**config.mk**
```make
export PLATFORM = sky130hd
export DESIGN_NAME = charge_entry_ctrl_flat
export DESIGN_NICKNAME = d
export VERILOG_FILES = /design/src/rtl/charge_pkg.sv /design/src/rtl/charge_entry_ctrl_if.sv /design/src/rtl/key_edge_det.sv /design/src/rtl/charge_entry_ctrl.sv /design/src/flat_wrapper.sv
export SDC_FILE = /design/constraint.sdc
export NUM_CORES = 1
export LEC_CHECK = 0
export BUFFER_PORTS_ARGS = -buffer_cell sky130_fd_sc_hd__buf_4
export CAP_MARGIN = 25
export CORE_MARGIN = 5
export CORE_UTILIZATION = 45
export DETAILED_ROUTE_END_ITERATION = 12
export GPL_TIMING_DRIVEN = 0
export PLACE_DENSITY = 0.66
export SYNTH_ARGS = -nofsm -noshare
export SYNTH_HDL_FRONTEND = slang
export SYNTH_SLANG_ARGS = --single-unit
```
**constraint.sdc**
```tcl
create_clock -name CLK -period 2.9 [get_ports CLK]
set_input_delay 0.29 -clock CLK [delete_from_list [all_inputs] [get_ports CLK]]
set_output_delay 0.29 -clock CLK [all_outputs]
set_load 0.01 [all_outputs]
```
**src/rtl/charge_pkg.sv**
```systemverilog
// Shared types and constants for the charge-entry controller slice.
package charge_pkg;

    typedef enum logic [1:0] {
        IDLE  = 2'd0,
        ENTRY = 2'd1,
        DONE  = 2'd2
    } state_t;

    localparam int unsigned KEY_DIGIT_MAX  = 9;
    localparam int unsigned KEY_BACKSPACE  = 10;
    localparam int unsigned DEFAULT_DIGITS = 4;

endpackage

```
**src/rtl/charge_entry_ctrl_if.sv**
```systemverilog
// keyMatrix-side inputs and display/balance-side outputs of charge_entry_ctrl.
interface charge_entry_ctrl_if
    import charge_pkg::*;
#(
    parameter int unsigned DIGITS = DEFAULT_DIGITS
);
    localparam int unsigned CW = $clog2(DIGITS + 1);

    logic                  startSet;
    logic [4:0]            num;
    logic                  start;
    logic                  clear;
    logic                  enter;
    logic [4*DIGITS-1:0]   digits;
    logic [CW-1:0]         digit_cnt;
    logic [4*DIGITS-1:0]   amount;
    logic                  amount_valid;
    logic                  busy;
    logic                  full;
    logic                  timeout;

    modport master (
        output startSet, num, start, clear, enter,
        input  digits, digit_cnt, amount, amount_valid, busy, full, timeout
    );

    modport slave (
        input  startSet, num, start, clear, enter,
        output digits, digit_cnt, amount, amount_valid, busy, full, timeout
    );

endinterface

```
**src/rtl/key_edge_det.sv**
```systemverilog
// Registered rising-edge detector: a pulse one cycle after each 0->1 input transition.
module key_edge_det #(
    parameter int unsigned W = 1
) (
    input  logic         CLK,
    input  logic         RST_n,
    input  logic [W-1:0] level,
    output logic [W-1:0] rise
);

    logic [W-1:0] level_q;

    always_ff @(posedge CLK or negedge RST_n) begin
        if (!RST_n) begin
            level_q <= '0;
            rise    <= '0;
        end else begin
            level_q <= level;
            rise    <= level & ~level_q;
        end
    end

endmodule

```
**src/rtl/charge_entry_ctrl.sv**
```systemverilog
// Keypad-to-BCD recharge amount entry controller with idle timeout.
// Optional backspace on key code 10 when CHARGE_BACKSPACE_EN is defined.
module charge_entry_ctrl
    import charge_pkg::*;
#(
    parameter int unsigned DIGITS      = DEFAULT_DIGITS,
    parameter int unsigned TIMEOUT_CYC = 1000000,
    parameter int unsigned CNT_W       = 20
) (
    input  logic               CLK,
    input  logic               RST_n,
    charge_entry_ctrl_if.slave kb
);

    localparam int unsigned CW = $clog2(DIGITS + 1);

    state_t              state, state_n;
    logic [4*DIGITS-1:0] digits_q, digits_n;
    logic [CW-1:0]       cnt_q, cnt_n;
    logic [4*DIGITS-1:0] amount_q, amount_n;
    logic                valid_q, valid_n;
    logic                tmo_q, tmo_n;
    logic [CNT_W-1:0]    tcnt_q, tcnt_n;

    logic [3:0] ev;
    logic       key_ev, start_ev, clear_ev, enter_ev;
    logic       digit_ev, bksp_ev, any_ev, is_full;

    key_edge_det #(.W(4)) u_edge (
        .CLK   (CLK),
        .RST_n (RST_n),
        .level ({kb.startSet, kb.start, kb.clear, kb.enter}),
        .rise  (ev)
    );

    assign key_ev   = ev[3];
    assign start_ev = ev[2];
    assign clear_ev = ev[1];
    assign enter_ev = ev[0];
    assign digit_ev = key_ev && (kb.num <= 5'(KEY_DIGIT_MAX));
`ifdef CHARGE_BACKSPACE_EN
    assign bksp_ev  = key_ev && (kb.num == 5'(KEY_BACKSPACE));
`else
    assign bksp_ev  = 1'b0;
`endif
    assign any_ev   = digit_ev | bksp_ev | start_ev | clear_ev | enter_ev;
    assign is_full  = (cnt_q == CW'(DIGITS));

    always_ff @(posedge CLK or negedge RST_n) begin
        if (!RST_n) state <= IDLE;
        else        state <= state_n;
    end

    always_comb begin
        state_n  = state;
        digits_n = digits_q;
        cnt_n    = cnt_q;
        amount_n = amount_q;
        tcnt_n   = tcnt_q;
        valid_n  = 1'b0;
        tmo_n    = 1'b0;
        unique case (state)
            IDLE, DONE: begin
                if (start_ev) begin
                    state_n  = ENTRY;
                    digits_n = '0;
                    cnt_n    = '0;
                    tcnt_n   = '0;
                end
            end
            ENTRY: begin
                // Any event in the expiry cycle cancels the timeout.
                if (any_ev) begin
                    tcnt_n = '0;
                end else if (tcnt_q == CNT_W'(TIMEOUT_CYC - 1)) begin
                    tcnt_n   = '0;
                    tmo_n    = 1'b1;
                    digits_n = '0;
                    cnt_n    = '0;
                    state_n  = IDLE;
                end else begin
                    tcnt_n = tcnt_q + 1'b1;
                end

                if (clear_ev) begin
                    digits_n = '0;
                    cnt_n    = '0;
                end else if (enter_ev) begin
                    if (cnt_q != '0) begin
                        amount_n = digits_q;
                        valid_n  = 1'b1;
                        state_n  = DONE;
                    end
                end else if (bksp_ev) begin
                    if (cnt_q != '0) begin
                        digits_n = digits_q >> 4;
                        cnt_n    = cnt_q - 1'b1;
                    end
                end else if (digit_ev && !is_full) begin
                    digits_n = {digits_q[4*DIGITS-5:0], kb.num[3:0]};
                    cnt_n    = cnt_q + 1'b1;
                end
            end
            default: state_n = IDLE;
        endcase
    end

    always_ff @(posedge CLK or negedge RST_n) begin
        if (!RST_n) begin
            digits_q <= '0;
            cnt_q    <= '0;
            amount_q <= '0;
            valid_q  <= 1'b0;
            tmo_q    <= 1'b0;
            tcnt_q   <= '0;
        end else begin
            digits_q <= digits_n;
            cnt_q    <= cnt_n;
            amount_q <= amount_n;
            valid_q  <= valid_n;
            tmo_q    <= tmo_n;
            tcnt_q   <= tcnt_n;
        end
    end

    always_comb begin
        kb.digits       = digits_q;
        kb.digit_cnt    = cnt_q;
        kb.amount       = amount_q;
        kb.amount_valid = valid_q;
        kb.timeout      = tmo_q;
        kb.busy         = (state == ENTRY);
        kb.full         = is_full;
    end

endmodule

```
**src/flat_wrapper.sv**
```systemverilog
// flat-port wrapper written by rule: the top's interface ports become plain ports
module charge_entry_ctrl_flat import charge_pkg::*;
#(
    parameter int unsigned DIGITS      = DEFAULT_DIGITS,
    parameter int unsigned TIMEOUT_CYC = 1000000,
    parameter int unsigned CNT_W       = 20
)
  (CLK, RST_n, kb_startSet, kb_num, kb_start, kb_clear, kb_enter, kb_digits, kb_digit_cnt, kb_amount, kb_amount_valid, kb_busy, kb_full, kb_timeout);
  charge_entry_ctrl_if #(.DIGITS(DIGITS)) kb_i ();
  input  logic CLK;
  input  logic RST_n;
  input wire logic [$bits(kb_i.startSet)-1:0] kb_startSet;
  input wire logic [$bits(kb_i.num)-1:0] kb_num;
  input wire logic [$bits(kb_i.start)-1:0] kb_start;
  input wire logic [$bits(kb_i.clear)-1:0] kb_clear;
  input wire logic [$bits(kb_i.enter)-1:0] kb_enter;
  output wire logic [$bits(kb_i.digits)-1:0] kb_digits;
  output wire logic [$bits(kb_i.digit_cnt)-1:0] kb_digit_cnt;
  output wire logic [$bits(kb_i.amount)-1:0] kb_amount;
  output wire logic [$bits(kb_i.amount_valid)-1:0] kb_amount_valid;
  output wire logic [$bits(kb_i.busy)-1:0] kb_busy;
  output wire logic [$bits(kb_i.full)-1:0] kb_full;
  output wire logic [$bits(kb_i.timeout)-1:0] kb_timeout;
  assign kb_i.startSet = kb_startSet;
  assign kb_i.num = kb_num;
  assign kb_i.start = kb_start;
  assign kb_i.clear = kb_clear;
  assign kb_i.enter = kb_enter;
  assign kb_digits = kb_i.digits;
  assign kb_digit_cnt = kb_i.digit_cnt;
  assign kb_amount = kb_i.amount;
  assign kb_amount_valid = kb_i.amount_valid;
  assign kb_busy = kb_i.busy;
  assign kb_full = kb_i.full;
  assign kb_timeout = kb_i.timeout;
  charge_entry_ctrl #(.DIGITS(DIGITS), .TIMEOUT_CYC(TIMEOUT_CYC), .CNT_W(CNT_W)) u_core (.CLK(CLK), .RST_n(RST_n), .kb(kb_i));
endmodule
```
Word-level counts from Yosys, hierarchy flattened:

Index checks and enable logic that the tools add are counted.

* flip-flop bits (word level): 67
* latch bits: 0
* RAM bits: 0
* ROM bits: 0
* bits of input ports: 11
* output and inout port bits: 39
* logic and storage cells: 64
* memories: 0

* add/subtract/negate cells: 2
* $mul: 0
* divide/modulo/power cells: 0
* magnitude comparators: 1
* equality and inequality tests: 5
* shifts and indexed selects: 0
* muxes and demuxes: 32
* bitwise gates (word level): 6
* reductions and logical operators: 9

Operator list (count)
* $mux 16: 6
* $mux 20: 3
* $pmux 20 s2: 1
* $pmux 16 s2: 1
* $add 20x1->20 const B: 1
* $eq 20x20->1 const B: 1
* $mux 3: 6
* $mux 2: 6
* $mux 1: 7
* $pmux 3 s2: 1
* $le 5x4->1 const B: 1
* $and 4x4->4: 1
* $not 4->4: 1
* $pmux 2 s2: 1
* $reduce_and 4->1: 1
* $add 3x1->3 const B: 1
* $eq 3x3->1 const B: 1
* $or 1x1->1: 3
* $reduce_bool 3->1: 1
* $eq 2x1->1 const B: 1
* $eq 2x2->1 const B: 1
* $logic_and 1x1->1: 2
* $logic_not 2->1: 1
* $ne 2x2->1 const B: 1
* other kinds (5): 5

Depth between registers and ports, before layout:

Gate-level depths: netlist (run 1).

* depth after elaboration: 10
* mapped depth: 9

By module:

A second synthesis (run 1) with hierarchy kept.

* cells, all modules: 257
* area, all modules: 2980.4 sq um

Modules (own cells, without submodules)
* charge_entry_ctrl: instances 1, cells an instance 245, area an instance 2725.1 sq um
* key_edge_det: instances 1, cells an instance 12, area an instance 255.2 sq um

Worst setup path after synthesis (run 1):

No wires, ideal clock.

* path kind: reg-to-reg
* from: register u_core.cnt_q[0] (netlist: u_core.kb.digit_cnt[0])
* to: register u_core.amount_q[0] (netlist: u_core.kb.amount[0])
* arrival: 1.828 ns
* data required time: 2.775 ns
* path slack: 0.947 ns
* stages on the path, launching flop included: 8
* period minus slack after synthesis: 1.953 ns
* cell sequence: dfrtp_1 inv_1 ha_1 a211o_1 or2_2 buf_2 buf_2 mux2_2

* word-level cells in the longest chain between the ends: 2

RTL lines
* start: declaration: RTL line charge_entry_ctrl.sv:19 `logic [CW-1:0] cnt_q, cnt_n;`
* start signal: assignment: RTL line charge_entry_ctrl.sv:118 `cnt_q <= cnt_n;`
* $reduce_bool 3->1: RTL line charge_entry_ctrl.sv:89 `if (cnt_q != '0) begin`
* $reduce_and 4->1 (no line)
* end signal: assignment: RTL line charge_entry_ctrl.sv:119 `amount_q <= amount_n;`
* end: declaration: RTL line charge_entry_ctrl.sv:20 `logic [4*DIGITS-1:0] amount_q, amount_n;`

Every way passes these cells.
A chain may end at the register's enable or synchronous reset.

Worst setup path in the final report (run 1):

* from: register u_core.cnt_q[0] (netlist: u_core.kb.digit_cnt[0])
* to: register u_core.digits_q[10] (netlist: u_core.kb.digits[10])

* word-level cells in the longest chain between the ends: 7

RTL lines
* $eq 3x3->1: RTL line charge_entry_ctrl.sv:47 `assign is_full = (cnt_q == CW'(DIGITS));`
* $logic_not 1->1: RTL line charge_entry_ctrl.sv:99 `end else if (digit_ev && !is_full) begin`
* $logic_and 1x1->1: RTL line charge_entry_ctrl.sv:99
* $mux 16: RTL line charge_entry_ctrl.sv:99
* $mux 16: RTL line charge_entry_ctrl.sv:88 `end else if (enter_ev) begin`
* $mux 16: RTL line charge_entry_ctrl.sv:85 `if (clear_ev) begin`
* $pmux 16 s2: RTL line charge_entry_ctrl.sv:62 `unique case (state)`
* end signal: assignment: RTL line charge_entry_ctrl.sv:117 `digits_q <= digits_n;`
* end: declaration: RTL line charge_entry_ctrl.sv:18 `logic [4*DIGITS-1:0] digits_q, digits_n;`

Every way passes these cells.

==> results.json, run 1 <==
{
  "final_hold_viol_count": 0,
  "cts_tree": "done",
  "p_per_area_nw_per_um2": 648.0,
  "ioPinCount": 50,
  "clk_latency_ns": 0.35,
  "syn_inst": 251,
  "fin_total_pwr_mw": 2.330,
  "fin_util": 0.5696,
  "diodes": 0,
  "synth_seq_cells": 67,
  "cp-start-kind": "register",
  "grt_start_max_net_pins": 68,
  "wl_met1_um": 2961,
  "synth_warnings": 0,
  "placementRows": 29,
  "routedWlPerCell_um": 15.80,
  "met3_length_um": 255,
  "vias": 2169,
  "finalSetupTns_ns": 0,
  "finalClockSkew_ns": 0.008541,
  "min_period_ns": 2.156,
  "fillerInstances": 571,
  "crit_buf_inv": 2,
  "synth-edff-count": 0,
  "antenna_found_initial": 0,
  "die_w_um": 90.47,
  "start_util": 0.4616,
  "status": "finished clean",
  "area_growth_pct": 23.40,
  "fin_crit_sh": 0.7434,
  "path_class": "register to register",
  "final_layout_size_suffix_gt1_frac": 0.2975,
  "worst-path-stages": 8,
  "slowest_stage": "nor3_2",
  "drt_first_pass_iters": 4,
  "endpoint_kind": "register",
  "route.detailed.drc": 0,
  "place_congestion": 0.7597,
  "fin_ws_ns": 0.7442,
  "grt-ovfl-total": 0,
  "peakVddDrop_uv": 392.9,
  "worst-endpoint-arrival_ns": 2.44,
  "avgViaCountPerCell": 5.519,
  "die_h_um": 90.47,
  "setup_viol": 0,
  "slew_violations": 0,
  "antenna_left": 0,
  "seq_area_um2": 1677,
  "syn-cell-area_um2": 2914,
  "topRoutingLayerUsed": "met4",
  "clockBufferDepth": 2,
  "core_um2": 6314,
  "max_clock_freq_mhz": 463.9,
  "ctsHoldBuffers": 0,
  "ys_types": 40,
  "io_buffers": 49,
  "crit_fanout": 10,
  "cts_max_level": 3,
  "track_usage": 0.1621,
  "async_flop_share": 1.000,
  "synth_flop_cell": "dfrtp_1",
  "syn-num-nets": 265,
  "mostFrequentLayoutCells": "dfrtp_1, buf_4, a22o_1",
  "drt_wl_total_um": 6211,
  "place_ws_ns": 0.7400,
  "cts.clk_slew.worst_paths_ns": 0.07,
  "p_leak_nw": 1.758,
  "clock-root-buffer": "clkbuf_8",
  "cts_buffers": 9,
  "clkSinkCount": 67,
  "met2WireLength_um": 2830,
  "r2r_cells": 8,
  "hpwl_um": 4244,
  "die_area_um2": 8185,
  "path_delay_family": "simple AND/OR/NAND/NOR gates",
  "mostFrequentLayoutCell": "dfrtp_1",
  "post_cts_resized": 0,
  "maxCapViolCount": 0,
  "multiInputGateArea_um2": 1122,
  "max_slew.worst_pin.slew_ns": 0.8286,
  "syn_avg_cell_area_um2": 11.61,
  "hold_class": "input pin to async pin",
  "fin_nets": 325,
  "first_iter_violations": 165,
  "cp.required_ns": 3.18,
  "postCtsSetupBuffers": 0,
  "grt_pass1_wl_um": 10750,
  "yosysSeqAreaShare": 0.5754,
  "rsz0062_at_grt": "no",
  "cp_cell_sequence": "inv_1 > ha_1 > and2_1 > nor2_1 > nand3_1 > nor3_2 > buf_2 > a22o_1",
  "first_global_vias": 2221,
  "max_stage_delay_ns": 0.45,
  "slew_headroom": 0.4476
}
==> cell usage after synthesis (all sizes together) (4+ instances only) <==
| cell | number | area share |
|---|---|---|
| nor3 | 4 | 0.0086 |
| dfrtp | 67 | 0.58 |
| nor2 | 10 | 0.013 |
| nand3 | 9 | 0.017 |
| nor2b | 6 | 0.013 |
| and4 | 5 | 0.015 |
| or3 | 4 | 0.0086 |
| a22o | 21 | 0.063 |
| a21oi | 13 | 0.022 |
| clkbuf | 4 | 0.0052 |
| nand2 | 14 | 0.018 |
| buf | 9 | 0.023 |
| nand4 | 5 | 0.011 |
| a31oi | 7 | 0.015 |
| o21ai | 13 | 0.022 |
| and2 | 4 | 0.0086 |
| inv | 9 | 0.012 |
| mux2 | 17 | 0.066 |
==> metal layers <==
metal  global-route usage  vias to the layer above
met1               0.2204                     1057
met3              0.04083                       16
met2               0.2349                       48
met4              0.09057                        0
li1                     -                     1048
met5                    0                        -
==> report_power, final <==
group	switching, mW	internal, mW
clock	0.372	0.486
sequential	0.0436	0.983
combinational	0.266	0.180
==> sequential cells by signal, indices dropped and copies added (netlist names) <==
register,cells
u_core.kb.digit_cnt,3
u_core.u_edge.level_q,4
u_core.tcnt_q,20
u_core.kb.digits,16
u_core.state,2
u_core.kb.amount_valid,1
u_core.u_edge.rise,4
u_core.kb.timeout,1
u_core.kb.amount,16
==> logic make-up (layout without fill, tap and decap cells) <==
kind of cell	Yosys count	count (layout)	synth area share
mux	18	18	0.06913
simple gates	74	74	0.1430
fa+ha+maj	3	3	0.01288
flops	67	67	0.5754
compound gates	65	65	0.1541
buf+inv	22	87	0.03950
xor+xnor	2	2	0.006012
==> worst paths after layout <==
kind	start	end	slack, ns
max	u_core.kb.digit_cnt[0]$_DFFE_PN0P_	u_core.kb.digits[10]$_DFFE_PN0P_	0.74
max in group asynchronous	RST_n	u_core.tcnt_q[12]$_DFFE_PN0P_	2.31
min in group CLK	kb_clear	u_core.u_edge.level_q[1]$_DFF_PN0_	0.05
min reg2reg	u_core.u_edge.level_q[3]$_DFF_PN0_	u_core.u_edge.rise[3]$_DFF_PN0_	0.39
min	RST_n	u_core.tcnt_q[0]$_DFFE_PN0P_	0.03
max reg2reg	u_core.kb.digit_cnt[0]$_DFFE_PN0P_	u_core.kb.digits[10]$_DFFE_PN0P_	0.74
==> stage by stage <==
stage               instance area, µm²  cells  hold WS, ns
CTS                               3596    393      0.04467
finish                            3596    393      0.03086
floorplan                         2914    251    -0.005591
global route                      3596    393      0.04976
global placement                  3378    377       0.3827
detailed placement                3378    377       0.3864
==> worst register-to-register path, stage by stage, from the launching register on <==
cell	delay (ns)
dfrtp_1	0.41
inv_1	0.06
ha_1	0.20
and2_1	0.17
nor2_1	0.14
nand3_1	0.13
nor3_2	0.45
buf_2	0.34
a22o_1	0.19
==> layout make-up <==
cell class | instances | area share
plain buffers | 13 | 0.02262
clock buffers | 10 | 0.03549
clock inverters | 6 | 0.02505
inverters | 9 | 0.009395
multi-input cells | 162 | 0.3121
flip-flops and latches | 67 | 0.4662
well taps | 77 | 0.02679
repair buffers | 49 | 0.1023
No activity file was read; power rests on OpenSTA's default activity.
==> run 2, diff against run 1 <==
--- a/config.mk
+++ b/config.mk
@@ -11,7 +11,7 @@
 export CORE_UTILIZATION = 45
 export DETAILED_ROUTE_END_ITERATION = 12
 export GPL_TIMING_DRIVEN = 0
-export PLACE_DENSITY = 0.66
+export PLACE_DENSITY = 0.69
 export SYNTH_ARGS = -nofsm -noshare
 export SYNTH_HDL_FRONTEND = slang
 export SYNTH_SLANG_ARGS = --single-unit
==> constraint.sdc (replaced) <==
create_clock -name CLK -period 1.9 [get_ports CLK]
set_input_delay 0.19 -clock CLK [delete_from_list [all_inputs] [get_ports CLK]]
set_output_delay 0.19 -clock CLK [all_outputs]
set_load 0.01 [all_outputs]
==> run 2 against run 1 <==
- the flow now finishes with violations (negative setup slack)
- combinational power increased by 110%
- global-route usage increased by 0.56 points
- register-to-register slack got worse by 0.82 ns
- fmax increased by 9.3%
==> results.json, run 2 (synthesized netlist as in run 1, its figures left out) <==
{
  "endpoint_kind": "register",
  "core_um2": 6314,
  "slew_violations": 0,
  "clockBufferDepth": 2,
  "placed_area_um2": 3387,
  "drt_first_pass_iters": 4,
  "finalSetupTns_ns": -0.1586,
  "grt_start_max_net_pins": 68,
  "start_util": 0.4616,
  "fin_crit_sh": 1.038,
  "slew_headroom": 0.4500,
  "hpwl_um": 4117,
  "status": "finished, violations left",
  "setup_viol": 6,
  "rsz0062_at_grt": "yes",
  "violations": "negative setup slack",
  "clock-root-buffer": "clkbuf_8",
  "maxCapViolCount": 0,
  "final_layout_size_suffix_gt1_frac": 0.3812,
  "max_slew.worst_pin.slew_ns": 0.8251,
  "die_w_um": 90.47,
  "final_hold_viol_count": 0,
  "cp.required_ns": 2.18,
  "p_leak_nw": 1.941,
  "fin_ws_ns": -0.07293,
  "vias": 2312,
  "peakVddDrop_uv": 628.6,
  "crit_fanout": 4,
  "p_per_area_nw_per_um2": 935.6,
  "fin_total_pwr_mw": 3.677,
  "cts.clk_slew.worst_paths_ns": 0.07,
  "finish.instance_area_um2": 3930,
  "io_buffers": 49,
  "fin_util": 0.6225,
  "max_clock_freq_mhz": 506.9,
  "mostFrequentLayoutCells": "buf_4, dfrtp_1, a22o_1",
  "die_h_um": 90.47,
  "placementRows": 29,
  "diodes": 0,
  "hold_class": "input pin to register",
  "area_growth_pct": 34.86,
  "clkSinkCount": 67,
  "worst-endpoint-arrival_ns": 2.25,
  "cp_cell_sequence": "or3_4 > a211o_1 > a21o_4 > or4_4 > nand3_2",
  "first_iter_violations": 156,
  "min_period_ns": 1.973,
  "track_usage": 0.1678,
  "finalClockSkew_ns": 0.007220,
  "regMostFlops": "u_core.tcnt_q",
  "fin_nets": 350,
  "final-instance-count-excl-fill": 418,
  "max_stage_delay_ns": 0.48,
  "mostFrequentLayoutCell": "buf_4",
  "path_class": "register to register",
  "path_delay_family": "simple AND/OR/NAND/NOR gates",
  "ioPinCount": 50,
  "fin_hold_ws_ns": 0.06933,
  "cp-start-kind": "register",
  "antenna_found_initial": 0,
  "place_ws_ns": -0.2164,
  "route.detailed.drc": 0,
  "dp_cells": 377,
  "clk_latency_ns": 0.34,
  "antenna_left": 0,
  "place_congestion": 0.7885,
  "first_global_vias": 2298,
  "crit_buf_inv": 0,
  "grt_pass1_wl_um": 11140,
  "largest_register_ffs": 20,
  "routedWlPerCell_um": 15.91,
  "grt-ovfl-total": 0,
  "fillerInstances": 492,
  "cts_buffers": 9,
  "drt_wl_total_um": 6651,
  "slowest_stage": "or4_4",
  "die_area_um2": 8185,
  "cts_tree": "done",
  "avgViaCountPerCell": 5.531,
  "cts_max_level": 3
}
[run 2: power breakdown]
group / switching, mW / internal (mW)
clock network: 0.546 / 0.608
registers: 0.0645 / 1.50
logic: 0.479 / 0.478
[run 2: cell type report]
| type | count | area [µm²] | area share |
|---|---|---|---|
| tap | 77 | 96.34 | 0.02451 |
| inverter | 9 | 33.78 | 0.008596 |
| clock inverter | 6 | 65.06 | 0.01656 |
| sequential | 67 | 1677 | 0.4266 |
| buffer | 9 | 82.58 | 0.02101 |
| timing repair buffer | 78 | 635.6 | 0.1617 |
| multi-input combinational | 162 | 1212 | 0.3085 |
| clock buffer | 10 | 127.6 | 0.03247 |
[run 2: final timing paths]
check,slack [ns],startpoint,cells past startpoint,to
worst min-delay path,0.07,kb_num[0],2,u_core.kb.digits[0]$_DFFE_PN0P_
worst max-delay path,-0.07,u_core.u_edge.rise[2]$_DFF_PN0_,5,u_core.tcnt_q[18]$_DFFE_PN0P_
max in group asynchronous,0.87,RST_n,2,u_core.tcnt_q[14]$_DFFE_PN0P_
worst min register to register,0.39,u_core.u_edge.level_q[2]$_DFF_PN0_,1,u_core.u_edge.rise[2]$_DFF_PN0_
worst max register to register,-0.07,u_core.u_edge.rise[2]$_DFF_PN0_,5,u_core.tcnt_q[18]$_DFFE_PN0P_
min in group asynchronous,0.49,RST_n,2,u_core.tcnt_q[3]$_DFFE_PN0P_
[run 2: repair_timing]
item | CTS | global route
cloned | 0 | 1
setup endpoints to repair | 46 | 33
pin swaps | 8 | 11
setup buffers | 19 | 4
hold endpoints to repair | 71 | 0
hold buffers | 5 | 0
resized for setup | 16 | 17
[run 2: per-layer routing]
layer  global-route usage  vias up  routed length [µm]
met1               0.2178     1159                2979
li1                     -     1093                   -
met5                    0        -                   0
met4              0.07816        0                  90
met2               0.2627       52                3299
met3              0.04167        8                 281
